==> config.mk <==
export PLATFORM = sky130hd
export DESIGN_NAME = vga_fb_arbiter
export DESIGN_NICKNAME = d
export VERILOG_FILES = /design/src/rtl/vga_fb_arbiter.sv
export SDC_FILE = /design/constraint.sdc
export NUM_CORES = 1
export LEC_CHECK = 0
export CAP_MARGIN = 20
export CELL_PAD_IN_SITES_DETAIL_PLACEMENT = 1
export CELL_PAD_IN_SITES_GLOBAL_PLACEMENT = 2
export CORE_MARGIN = 2
export CORE_UTILIZATION = 31
export DETAILED_ROUTE_END_ITERATION = 10
export PLACE_DENSITY = 0.87
export SLEW_MARGIN = 0
export SYNTH_ARGS = -nofsm -noshare
export SYNTH_HDL_FRONTEND = slang
export SYNTH_SLANG_ARGS = --single-unit
==> constraint.sdc <==
create_clock -name clk -period 11.94 [get_ports clk]
set_clock_uncertainty 0.1 [all_clocks]
set_input_delay 1.791 -clock clk [delete_from_list [all_inputs] [get_ports clk]]
set_output_delay 1.791 -clock clk [all_outputs]
set_load 0.01 [all_outputs]
==> src/rtl/vga_fb_arbiter.sv <==
// Framebuffer RAM arbiter: display fetch first, then a clear sequencer or a pixel writer.
// Each RAM pixel covers a 4x4 block of the 640x480 screen.
module vga_fb_arbiter #(
    parameter int H_ACTIVE = 640,
    parameter int H_TOTAL  = 800,
    parameter int V_ACTIVE = 480,
    parameter int V_TOTAL  = 525,
    parameter int FB_W     = 160,
    parameter int FB_H     = 120,
    parameter int ADDR_W   = 15
) (
    input  logic              clk,
    input  logic              rst,
    input  logic [15:0]       x_coord,
    input  logic [15:0]       y_coord,
    output logic [11:0]       color_in,
    output logic [ADDR_W-1:0] mem_addr,
    output logic              mem_we,
    output logic [11:0]       mem_wdata,
    input  logic [11:0]       mem_rdata,
    input  logic              wr_valid,
    output logic              wr_ready,
    input  logic [7:0]        wr_x,
    input  logic [6:0]        wr_y,
    input  logic [11:0]       wr_data,
    input  logic              clear_req,
    input  logic [11:0]       clear_color,
    output logic              busy,
    output logic [15:0]       drop_count
);

    localparam logic [ADDR_W-1:0] LAST_ADDR = ADDR_W'(FB_W * FB_H - 1);

    typedef enum logic {IDLE, CLEAR} state_t;

    state_t            state;
    logic [ADDR_W-1:0] clr_addr;
    logic [11:0]       clr_color;
    logic              fetch_d;

    logic [16:0]       tx_sum;
    logic [16:0]       tx;
    logic [16:0]       ty;
    logic              line_wrap;
    logic              fetch_slot;
    logic              wr_in_range;
    logic              wr_fire;
    logic [ADDR_W-1:0] fetch_addr;
    logic [ADDR_W-1:0] wr_addr;

    // Fetch targets the pixel two clocks ahead so colour is ready at block start.
    always_comb begin
        tx_sum    = {1'b0, x_coord} + 17'd2;
        line_wrap = tx_sum >= 17'(H_TOTAL);
        tx        = line_wrap ? tx_sum - 17'(H_TOTAL) : tx_sum;
        ty        = {1'b0, y_coord};
        if (line_wrap) begin
            ty = (y_coord == 16'(V_TOTAL - 1)) ? 17'd0 : ty + 17'd1;
        end
        fetch_slot = (x_coord[1:0] == 2'b10)
                  && (tx < 17'(H_ACTIVE))
                  && (ty < 17'(V_ACTIVE));
    end

    assign fetch_addr  = ADDR_W'(ty >> 2) * ADDR_W'(FB_W) + ADDR_W'(tx >> 2);
    assign wr_addr     = ADDR_W'(wr_y) * ADDR_W'(FB_W) + ADDR_W'(wr_x);
    assign wr_in_range = (int'(wr_x) < FB_W) && (int'(wr_y) < FB_H);
    assign wr_ready    = !rst && (state == IDLE) && !fetch_slot && !clear_req;
    assign wr_fire     = wr_valid && wr_ready;

    always_comb begin
        mem_addr  = '0;
        mem_we    = 1'b0;
        mem_wdata = wr_data;
        if (!rst) begin
            if (fetch_slot) begin
                mem_addr = fetch_addr;
            end else if (state == CLEAR) begin
                mem_we    = 1'b1;
                mem_addr  = clr_addr;
                mem_wdata = clr_color;
            end else if (wr_fire && wr_in_range) begin
                mem_we   = 1'b1;
                mem_addr = wr_addr;
            end
        end
    end

    always_ff @(posedge clk) begin
        if (rst) begin
            state      <= IDLE;
            busy       <= 1'b0;
            clr_addr   <= '0;
            clr_color  <= '0;
            drop_count <= '0;
            color_in   <= '0;
            fetch_d    <= 1'b0;
        end else begin
            fetch_d <= fetch_slot;
            if (fetch_d) begin
                color_in <= mem_rdata;
            end
            if (wr_fire && !wr_in_range && drop_count != 16'hFFFF) begin
                drop_count <= drop_count + 16'd1;
            end
            unique case (state)
                IDLE: begin
                    if (clear_req) begin
                        state     <= CLEAR;
                        busy      <= 1'b1;
                        clr_addr  <= '0;
                        clr_color <= clear_color;
                    end
                end
                CLEAR: begin
                    if (!fetch_slot) begin
                        clr_addr <= clr_addr + 1'b1;
                        if (clr_addr == LAST_ADDR) begin
                            state <= IDLE;
                            busy  <= 1'b0;
                        end
                    end
                end
                default: state <= IDLE;
            endcase
        end
    end

endmodule

==> results.md <==
- Status: finished clean
- Max-slew violations: 0
- HP Class: register to register
- Period utilization: 85.3%
- Post-synthesis simple-gate area fraction: 24.8%
- CTS Buffer Depth: 2
- Yosys top cell area share: 20.4%
- Global-route wire length before repair: 29300 um
- Pre-antenna DRT Iters: 4
- Htree depth: 3
- Crit path DAT: 8.29 ns
- Routed WL: 17800 um
- Required time of the critical path: 10.05 ns
- CTS tree: done
- Distinct cell type count after synthesis: 75
- Static leakage: 2.74 nW
- Die H: 140 um
- Mapped Area: 0.00570 mm2
- Resized cells post-CTS: 0
- Top_reg_cell synth: dfxtp_1
- Post-Synth XOR/XNOR Area: 9.51%
- Routability Congestion: 0.838
- Antenna cells: 0
- Startpoint Class: input port
- Peak VDD IR: 0.0770 mV
- Synth area leaders: dfxtp_1, ha_1, xnor2_1
- Count of state elements after synthesis: 58
- Fraction of layout cells with a size suffix above 1: 4.70%
- Nets: 976
- Post-CTS Repair Setup Buffers: 0
- Worst-path clk slew: 0.05 ns
- Post-route ant nets: 0
- Area grow syn2layout: 32.4%
- Largest net degree at the start of global routing: 67
- Die area: 0.0195 mm2
- RSZ-0062 raised after global routing: no
- Post-synthesis mux area share: 7.79%
- Core Area: 0.0180 mm2
- Async set or reset register ratio after synthesis: 0%
- DIE WIDTH: 140 um
- Final hold violation count: 0
- Crit path max fanout: 19
- Total grt overflow: 0
- Final HPWL from detailed placement: 14000 um
- Syn. warnings: 0
- Crit Path Category: input port to output port
- CP endpoint kind: output port
- Post-Route Setup TNS: 0 ns
- Post-synth EDFFs: 0
- Largest family of logic cells by synthesized area: simple AND/OR/NAND/NOR gates
- Worst Tran Pin Value: 0.948 ns
- Layout Utilization: 41.9%
- Initial antenna violation count: 1
- Post-DR vias/cell: 5.35
- Cts bufs inserted: 9
- Cell count after synthesis: 729
- Syn Nets: 859
- Clk_lat worst skew: 0.32 ns
- Setup Viol. Count Final: 0
- Fmax: 98.2 MHz
- Placed insts: 1064
- Post-synthesis compound-gate area fraction: 21.8%
- Vias: 5775
- Non-Filler Instances: 1080
- Number of port buffers: 144
- Routed len/inst: 16.5 um
- Total track usage: 18.0%
- Slew HR: 36.7%
- Seq/Total Area, Yosys: 20.4%
- Remaining DRCs: 0
- Syn avg cell area: 7.82 um2
- Starting Density: 31.6%
- Top-level I/O count: 145
- Area leader, netlist: dfxtp_1
- Fin area: 0.00755 mm2
- Clock sink count: 58
- P per Cell Area: 92.5 mW/mm2
- Core Rows: 49
- DRT iter0 DRCs: 299
- Max-cap violations: 0
- Hold-fix buffers, CTS: 0
- Vias in the first global route: 5644
- Post-layout minimum cycle time: 10.18 ns
- Clock Root Buffer: clkbuf_16
- Placement Cell Area: 0.00723 mm2
- Adder-cell share of the synthesized area: 9.97%
## worst paths after layout
check	cells after the start	from	end	slack (ns)
setup / recovery	23	x_coord[1]	mem_addr[14]	1.76
hold / removal	2	clr_color[5]	clr_color[5]	0.36
setup reg to reg	13	state	drop_count[15]	8.91
hold reg to reg	2	clr_color[5]	clr_color[5]	0.36
## registers in the layout, indices dropped and copies added (netlist names)
name        cells
busy            1
state           1
clr_color      12
color_in       12
drop_count     16
fetch_d         1
clr_addr       15
## where the power goes
| part | leakage [nW] | total [W] | switching [W] | internal (W) |
|---|---|---|---|---|
| registers | 0.470 | 0.000199 | 0.00000205 | 0.000197 |
| clock network | 0.156 | 0.000275 | 0.0000878 | 0.000187 |
| logic | 2.11 | 0.000223 | 0.000118 | 0.000105 |
| total | 2.74 | 0.000698 | 0.000208 | 0.000490 |
## per-stage QoR
step           setup WS [ns]  total power [W]  hold slack [ns]
2_1_floorplan           3.50         0.000347            0.333
3_3_place_gp            1.89         0.000423            0.345
3_5_place_dp            1.75         0.000427            0.349
4_1_cts                 1.73         0.000707            0.357
5_1_grt                 1.22         0.000739            0.376
6_report                1.76         0.000698            0.356
## per-layer routing
layer / GRT usage [%] / share of wire, % / routed length, um / vias to the layer above
met4: 4.26 / 1.1 / 188 / 2
met1: 23.8 / 47 / 8470 / 2720
met3: 2.75 / 5.1 / 901 / 17
li1: - / - / - / 2889
met5: 0 / 0.073 / 13 / -
met2: 30.9 / 46 / 8260 / 147
## synth_stat cells, types with 11 or more instances
cell type,number
a31oi_1,16
mux2i_1,25
and3_1,22
xnor2_1,43
a21o_1,18
o21ai_0,19
a21oi_1,53
ha_1,39
nand3_1,27
mux2_1,11
nor3_1,11
xor2_1,17
inv_1,26
a211oi_1,14
nand4_1,15
nand2_1,80
clkbuf_1,18
dfxtp_1,58
nor2_1,60
## cells in the final DEF (no fill, tap or decap), types with 7 or more instances in the layout
cell,n
nand4_1,15
nor2_1,60
a21oi_1,53
and2_1,9
nand3_1,27
nand2_1,80
mux2i_1,25
a211oi_1,14
and3_1,22
nand4b_1,10
inv_1,26
dfxtp_1,58
clkdlybuf4s50_1,143
nor3_1,11
xnor2_1,43
a21o_1,18
mux2_1,11
clkbuf_16,9
o32ai_1,8
a31oi_1,16
xor2_1,17
ha_1,39
o21bai_1,7
o21ai_0,19
## worst max-delay path, cell delays in order
cell	delay (ns)
clkdlybuf4s50_1	0.64
ha_1	0.63
and3_1	0.33
xnor2_1	0.18
ha_1	0.38
o2111ai_2	0.26
a21oi_4	0.49
nor3_1	0.16
xor2_1	0.20
ha_1	0.37
ha_1	0.31
a21o_1	0.16
a21oi_1	0.24
xnor2_1	0.15
ha_1	0.29
a21oi_1	0.16
o21ai_0	0.16
a21o_1	0.22
a21oi_1	0.16
xor2_1	0.19
xnor2_1	0.09
a21oi_1	0.14
clkdlybuf4s50_1	0.57
## logic make-up (layout without fill, tap and decap cells)
group	after synthesis	count (layout)
AND/OR/NAND/NOR	277	277
XOR/XNOR	61	61
buffers and inverters	68	190
AO/OA/AOI/OAI	181	181
adder cells (fa/ha/maj)	43	43
multiplexers	41	41
flip-flops	58	58
## area by class of cell
| cell class | count | area, um2 |
|---|---|---|
| Clock buffer | 11 | 243 |
| Clock inverter | 5 | 77.6 |
| Fill cell | 2181 | 10500 |
| Inverter | 26 | 97.6 |
| Multi-Input combinational cell | 603 | 4210 |
| Sequential cell | 58 | 1160 |
| Tap cell | 229 | 287 |
| Timing Repair Buffer | 148 | 1470 |
(Power assumes the default switching activity.)
